===== config.mk =====
export PLATFORM = sky130hd
export DESIGN_NAME = memory_bus_arbiter
export DESIGN_NICKNAME = d
export VERILOG_FILES = /design/src/rtl/memory_bus_arbiter.sv
export SDC_FILE = /design/constraint.sdc
export NUM_CORES = 1
export LEC_CHECK = 0
export CORE_AREA = 10 10 136 138
export CTS_CLUSTER_SIZE = 12
export DETAILED_ROUTE_END_ITERATION = 16
export DIE_AREA = 0 0 146 148
export PLACE_DENSITY_LB_ADDON = 0.1
export SETUP_SLACK_MARGIN = 0.3
export SKIP_CTS_REPAIR_TIMING = 1
export SLEW_MARGIN = 20
export SYNTH_ARGS = -nofsm -noshare
export SYNTH_HDL_FRONTEND = slang
export SYNTH_SLANG_ARGS = --single-unit

===== constraint.sdc =====
create_clock -name clock -period 2.85 [get_ports clock]
set_input_delay 0.57 -clock clock [delete_from_list [all_inputs] [get_ports clock]]
set_output_delay 0.57 -clock clock [all_outputs]
set_load 0.02 [all_outputs]

===== src/rtl/memory_bus_arbiter.sv =====
// Arbitrates NUM_PORTS upstream requesters onto one downstream request channel
// through a single-entry output register, and routes ID-tagged responses back.
module memory_bus_arbiter #(
  parameter int NUM_PORTS       = 4,
  parameter int DATA_WIDTH      = 24,
  parameter int ADDRESS_WIDTH   = 32,
  parameter int MASTER_ID_WIDTH = 8,
  parameter int BASE_ID         = 0,
  parameter int ROUND_ROBIN     = 1
) (
  input  logic                               clock,
  input  logic                               reset,
  input  logic [NUM_PORTS*ADDRESS_WIDTH-1:0] upMsAddress,
  input  logic [NUM_PORTS*DATA_WIDTH-1:0]    upMsData,
  input  logic [NUM_PORTS-1:0]               upMsWrite,
  input  logic [NUM_PORTS-1:0]               upMsValid,
  output logic [NUM_PORTS-1:0]               upMsReady,
  output logic [DATA_WIDTH-1:0]              upSmData,
  output logic [NUM_PORTS-1:0]               upSmValid,
  input  logic [NUM_PORTS-1:0]               upSmReady,
  output logic [MASTER_ID_WIDTH-1:0]         msID,
  output logic [ADDRESS_WIDTH-1:0]           msAddress,
  output logic [DATA_WIDTH-1:0]              msData,
  output logic                               msWrite,
  output logic                               msValid,
  input  logic                               msReady,
  input  logic [MASTER_ID_WIDTH-1:0]         smID,
  input  logic [DATA_WIDTH-1:0]              smData,
  input  logic                               smValid,
  output logic                               smReady,
  output logic                               dropped
);

  localparam int PTR_W = $clog2(NUM_PORTS);
  localparam logic [NUM_PORTS-1:0] ONE_HOT0 = NUM_PORTS'(1);

  logic [PTR_W-1:0]           rr_ptr;
  logic [PTR_W-1:0]           grant_idx;
  logic [PTR_W-1:0]           cand;
  logic                       grant_any;
  logic                       can_accept;
  logic                       take;
  int                         arb_start;

  logic                       vld_p1;
  logic [MASTER_ID_WIDTH-1:0] id_p1;
  logic [ADDRESS_WIDTH-1:0]   addr_p1;
  logic [DATA_WIDTH-1:0]      data_p1;
  logic                       wr_p1;

  logic                       sm_hit;
  logic [PTR_W-1:0]           sm_port;
  logic                       drop_now;
  logic                       dropped_p1;

  // Arbitration: round-robin searches from the port after the last grant,
  // fixed priority always searches from port 0.
  always_comb begin
    grant_any = 1'b0;
    grant_idx = '0;
    cand      = '0;
    arb_start = (ROUND_ROBIN != 0) ? ((int'(rr_ptr) + 1) % NUM_PORTS) : 0;
    for (int k = 0; k < NUM_PORTS; k++) begin
      cand = PTR_W'((arb_start + k) % NUM_PORTS);
      if (!grant_any && upMsValid[cand]) begin
        grant_any = 1'b1;
        grant_idx = cand;
      end
    end
  end

  // The register is free when empty or when its current entry drains this cycle.
  assign can_accept = reset && (!vld_p1 || msReady);
  assign take       = can_accept && grant_any;
  assign upMsReady  = take ? (ONE_HOT0 << grant_idx) : '0;

  // Stage p1: downstream request register
  always_ff @(posedge clock or negedge reset) begin
    if (!reset) begin
      vld_p1  <= 1'b0;
      id_p1   <= '0;
      addr_p1 <= '0;
      data_p1 <= '0;
      wr_p1   <= 1'b0;
      rr_ptr  <= PTR_W'(NUM_PORTS - 1);
    end else begin
      if (take) begin
        vld_p1  <= 1'b1;
        id_p1   <= MASTER_ID_WIDTH'(BASE_ID + int'(grant_idx));
        addr_p1 <= upMsAddress[grant_idx*ADDRESS_WIDTH +: ADDRESS_WIDTH];
        data_p1 <= upMsData[grant_idx*DATA_WIDTH +: DATA_WIDTH];
        wr_p1   <= upMsWrite[grant_idx];
        rr_ptr  <= grant_idx;
      end else if (msReady) begin
        vld_p1  <= 1'b0;
      end
    end
  end

  assign msValid   = vld_p1;
  assign msID      = id_p1;
  assign msAddress = addr_p1;
  assign msData    = data_p1;
  assign msWrite   = wr_p1;

  // Response decode: match smID against each port's bus ID.
  always_comb begin
    sm_hit  = 1'b0;
    sm_port = '0;
    for (int i = 0; i < NUM_PORTS; i++) begin
      if (smID == MASTER_ID_WIDTH'(BASE_ID + i)) begin
        sm_hit  = 1'b1;
        sm_port = PTR_W'(i);
      end
    end
  end

  assign upSmData  = smData;
  assign upSmValid = (sm_hit && smValid) ? (ONE_HOT0 << sm_port) : '0;
  // Unroutable responses are always accepted so they cannot block the channel.
  assign smReady   = reset && (sm_hit ? upSmReady[sm_port] : 1'b1);
  assign drop_now  = reset && smValid && !sm_hit;

  // Stage p1: drop indication
  always_ff @(posedge clock or negedge reset) begin
    if (!reset) begin
      dropped_p1 <= 1'b0;
    end else begin
      dropped_p1 <= drop_now;
    end
  end

  assign dropped = dropped_p1;

endmodule


Word level (Yosys, flattened, before mapping)
Index checks and enable logic that the tools add are counted.
{"block": "op_classes", "n_addsub": 4, "multipliers": 1, "n_lt_le_gt_ge": 6, "n_eq_ne": 3, "shifts": 4, "mux": 32, "n_reduce_logical": 17}
{"operator": "indexed part select 128 x 8 -> 32 bit", "count": 1}
{"operator": "indexed part select 96 x 8 -> 24 bit", "count": 1}
{"operator": "< comparator 2 x 3 -> 1 bit, second input constant", "count": 6}
{"operator": "two-way mux 1 bit", "count": 18}
{"operator": "equality test 8 x 2 -> 1 bit, second input constant", "count": 2}
{"operator": "binary-select mux 1 bit (select 2 bit)", "count": 6}
{"operator": "two-way mux 2 bit", "count": 6}
{"operator": "logical AND 1 bit", "count": 9}
{"operator": "equality test 8 x 1 -> 1 bit, second input constant", "count": 1}
{"operator": "zero test 8 bit", "count": 1}
{"operator": "two-way mux 4 bit", "count": 2}
{"operator": "left shift 1 x 2 -> 4 bit, first input constant", "count": 2}
{"operator": "zero test 1 bit", "count": 5}
{"operator": "adder 2 x 1 -> 2 bit, second input constant", "count": 2}
{"operator": "adder 2 bit, second input constant", "count": 2}
{"operator": "multiplier 2 x 2 -> 4 bit, second input constant", "count": 1}
{"operator": "nonzero test 2 bit", "count": 1}
{"operator": "logical OR 1 bit", "count": 1}
{"block": "totals", "regBits": 63, "in_bits": 272, "output_inout_bits": 100, "wordCells": 74}

Longest topological paths before layout
{"block": "logic_depth", "ltp_word": 15, "depth_mapped": 8, "depth_no_buf": 5}

Worst setup path after synthesis
No wires, ideal clock.
{"block": "synth_timing", "kind": "input port to output port", "from": "input port upMsValid[3]", "to": "output port upMsReady[1]", "arrival_ns": 1.762, "t_required_ns": 2.280, "slack_ns": 0.518, "cell_stages": 5, "path_buffers": 1, "path_cell_list": "and2_1 -> o32ai_2 -> o21ai_1 -> clkbuf_1 -> a21oi_1"}
{"block": "synth_between", "elab_chain_cells": 14, "elab_cells_between_ends": 25, "cone_classes": "shift (1); mux (17); reduce/logical (7)"}
{"element": "from (decl)", "line_no": "16", "source": "input logic [NUM_PORTS-1:0] upMsValid,"}
{"element": "binary-select mux 1 bit (select 2 bit)", "line_no": "65", "source": "if (!grant_any && upMsValid[cand]) begin"}
{"element": "two-way mux 1 bit (not written as such)", "line_no": "65"}
{"element": "two-way mux 1 bit", "line_no": "65"}
{"element": "zero test 1 bit", "line_no": "65"}
{"element": "logical AND 1 bit", "line_no": "65"}
{"element": "two-way mux 1 bit", "line_no": "65"}
{"element": "zero test 1 bit", "line_no": "65"}
{"element": "logical AND 1 bit", "line_no": "65"}
{"element": "two-way mux 1 bit", "line_no": "65"}
{"element": "zero test 1 bit", "line_no": "65"}
{"element": "logical AND 1 bit", "line_no": "65"}
{"element": "two-way mux 2 bit / two-way mux 1 bit (equally long branches)", "line_no": "65"}
{"element": "left shift 1 x 2 -> 4 bit / logical AND 1 bit (equally long branches)", "line_no": "75, 74"}
{"element": "two-way mux 4 bit *", "line_no": "75", "source": "assign upMsReady = take ? (ONE_HOT0 << grant_idx) : '0;"}
{"element": "to (decl)", "line_no": "17", "source": "output logic [NUM_PORTS-1:0] upMsReady,"}
Mark *: on every way between the ends. The rest lies on a longest branch, timed or not. The select of a mux whose other input is x is not followed.

Worst setup path in the final report
{"block": "layout_timing", "from": "register rr_ptr[1]", "to": "output port upMsReady[3]"}
{"block": "layout_between", "elab_chain_cells": 15, "elab_cells_between_ends": 29, "cone_classes": "add/sub (4); shift (1); mux (17); reduce/logical (7)"}
{"element": "from (decl)", "line_no": "37", "source": "logic [PTR_W-1:0] rr_ptr;"}
{"element": "from (signal assigned)", "line_no": "85", "source": "rr_ptr <= PTR_W'(NUM_PORTS - 1);"}
{"element": "from (signal assigned)", "line_no": "93", "source": "rr_ptr <= grant_idx;"}
{"element": "adder 2 x 1 -> 2 bit *", "line_no": "62", "source": "arb_start = (ROUND_ROBIN != 0) ? ((int'(rr_ptr) + 1) % NUM_PORTS) : 0;"}
{"element": "branches (longest 13 deep; another with adder 2 bit)"}
{"element": "two-way mux 4 bit *", "line_no": "75"}
Every way passes the cells marked *. The select of a mux whose other input is x is not followed.

==> metrics.cfg <==
[global_route]
track_usage_pct=17.8
antenna_found_initial=0
grt-ovfl-total=0
grt_pass1_vias=4886
grt_max_degree=65
grt_pass1_wl_mm=30.4

[route]
vias=4465
dr.pass1.iters=4
drt-total-wl_mm=20.1
ant_nets=0
drt-initial-drc-count=141
wl_per_cell_um=21.7
drc=0
vias_per_cell=4.83

[sta]
fin_tns_setup_ns=0
fin_crit_sh_pct=88.0
rsz0062_at_grt=yes
slew_viol_final=0
max_slew.worst_pin.slew_ns=0.839
setup_ws_ns=0.343
skew_ns=0.00347
finalSetupViolations=0
slew_headroom_pct=44.1
period_needed_ns=2.51
max_freq_mhz=399
finalHoldViolations=0

[placed_design]
place_congestion=0.814
dp_slack_ns=-0.469
dp_hpwl_mm=16.0
io_buffers=317

[worst_setup_path]
critPathKind=reg2out
crit_path_start_kind=flip-flop
endpoint=upMsReady[3]
worstReg2RegEnd=msData[5]
r2r_slack_ns=0.47
required_ns=2.28
ff2ff_path_depth=7
crit_start=rr_ptr[1]
crit_fanout=7
critPathCaptureType=output port
crit_arrival_ns=1.94
regToRegStartpoint=rr_ptr[1]

[power_and_ir_drop]
p_clk_share_pct=22.5
p_int_w=0.00325
p_seq_share_pct=27.6
switchingPower_w=0.00178
switching_share_pct=35.4
pwr_density_cell_nw_per_um2=646
p_comb_share_pct=49.9
leakagePower_nw=3.47
vdd_ir_drop_max_mv=0.264

[layout]
fin_nets=976
num_antenna_cells=0
n_fill_cell=1476
area_growth_pct=88.2
regArea_um2=1580
multiInputGateArea_um2=2200
drive_gt1_share_pct=8.89

[clock_network]
cts-root-buf=clkbuf_16
cts_tree=yes
clock_latency_ns=0.32
clockBufferDepth=2
h-tree-depth=3
clock-sinks=63
clkTransAtPathRegs_ns=0.05
numCtsBuffers=9

[synth]
synth-edff-count=0
mappedNetlistArea_um2=4130
synth_compound_area_share_pct=19.4
ys_top_cells_by_count=85 x mux2i_1, 61 x dfrtp_1, 33 x buf_4, 33 x nand2_1, 32 x and3_1
synth_top_family_by_area=multiplexers
avgSynthCellArea_um2=10.1
yosys_warnings=0
yosysMostFrequentCell=mux2i_1
synthAdderAreaFrac_pct=0
ys_dominant_reg_cell=dfrtp_1
synth-simple-area-share_pct=11.0
synth.area.mux_share_pct=21.1
synth_area_leaders=dfrtp_1 37%, mux2i_1 21%, a221oi_1 6.4%, buf_4 6.0%, o221ai_1 5.7%
synth_seq_area_share_pct=38.2
yosys.cell_types.count=36
async_reset_ff_share_pct=100
yosysTopAreaCellShare_pct=37.0
synthXorXnorAreaFrac_pct=0
synthCells=408
yosysTopAreaCell=dfrtp_1
synth-seq-cells=63

[die]
fp.dieH_um=148
initial_core_util_pct=26.3
io_pins=372
design.die.area_um2=21600
core_area_um2=15700
die_w_um=146
rows=46

[run]
maxCapViolCount=0

[status]
status=completed

[min_path]
worstHoldPathType=in2async

[cells by family (layout without fill, tap and decap cells)]
kind of cell / Yosys count / after routing
multiplexers: 86 / 86
AND/OR/NAND/NOR: 89 / 89
other: 1 / 6
AO/OA/AOI/OAI: 102 / 102
buffers and inverters: 67 / 363
flip-flops: 63 / 63
[power by group through the flow]
stage | Combinational (W) | Clock, W | Sequential, W
detailed placement | 0.00254 | 0 | 0.00140
floorplan | 0.000920 | 0 | 0.00173
CTS | 0.00255 | 0.00116 | 0.00139
global placement | 0.00252 | 0 | 0.00139
global route | 0.00270 | 0.00121 | 0.00143
finish | 0.00251 | 0.00113 | 0.00139
[layout by cell type, fill, tap and decap left out, types with 6 or more instances in the layout]
cell type,synthesis,layout
clkdlybuf4s50_1,0,303
mux2i_1,85,85
dfrtp_1,61,61
nand2_1,33,33
and3_1,32,32
a221oi_1,30,30
o21ai_1,31,30
buf_4,33,28
o221ai_1,27,27
nor2_1,10,10
clkbuf_16,0,9
dlymetal6s2s_1,0,8
conb_1,1,6
[metrics by stage]
step	util (%)	instances	hold WS (ns)	cell area, µm²	total power, W
floorplan	-	413	0.274	4150	0.00265
global placement	47.3	907	0.469	7430	0.00391
detailed placement	47.3	907	0.476	7430	0.00394
CTS	49.2	923	0.492	7740	0.00510
global route	49.5	925	0.501	7770	0.00534
finish	49.5	925	0.476	7770	0.00502
[metal layers]
metal / global-route usage (%) / wire, µm
met1: 20.5 / 7890
met2: 29.8 / 9870
met3: 8.24 / 2120
met4: 3.65 / 237
met5: 0 / 0
[state kept, by name (all words and copies together) (netlist names)]
name	cells
rr_ptr	2
msAddress	32
msWrite	1
msData	24
msID	2
msValid	1
dropped	1
[worst min-delay path by stage]
stage / from / end / slack (ns) / cells after the start
2_1_floorplan: reset / dropped / 0.27 / 0
3_3_place_gp: msData[14] / msData[14] / 0.47 / 2
3_5_place_dp: msAddress[25] / msAddress[25] / 0.48 / 2
4_1_cts: msData[22] / msData[22] / 0.49 / 2
5_1_grt: msAddress[7] / msAddress[7] / 0.50 / 2
6_report: reset / msAddress[8] / 0.48 / 2
[layout make-up]
type | count | area share, %
clock buffer | 13 | 3.48
clock inverter | 3 | 0.515
inverter | 2 | 0.0966
multi-input combinational | 283 | 28.3
sequential | 63 | 20.3
tap | 216 | 3.48
timing repair buffer | 345 | 43.9
[critical path: stages (launching register included)]
cell and delay [ns]:
dfstp_2 0.60, inv_2 0.08, o32a_4 0.33, a2111oi_4 0.38, buf_4 0.22
Note: power is estimated with default switching activity, not from simulation.
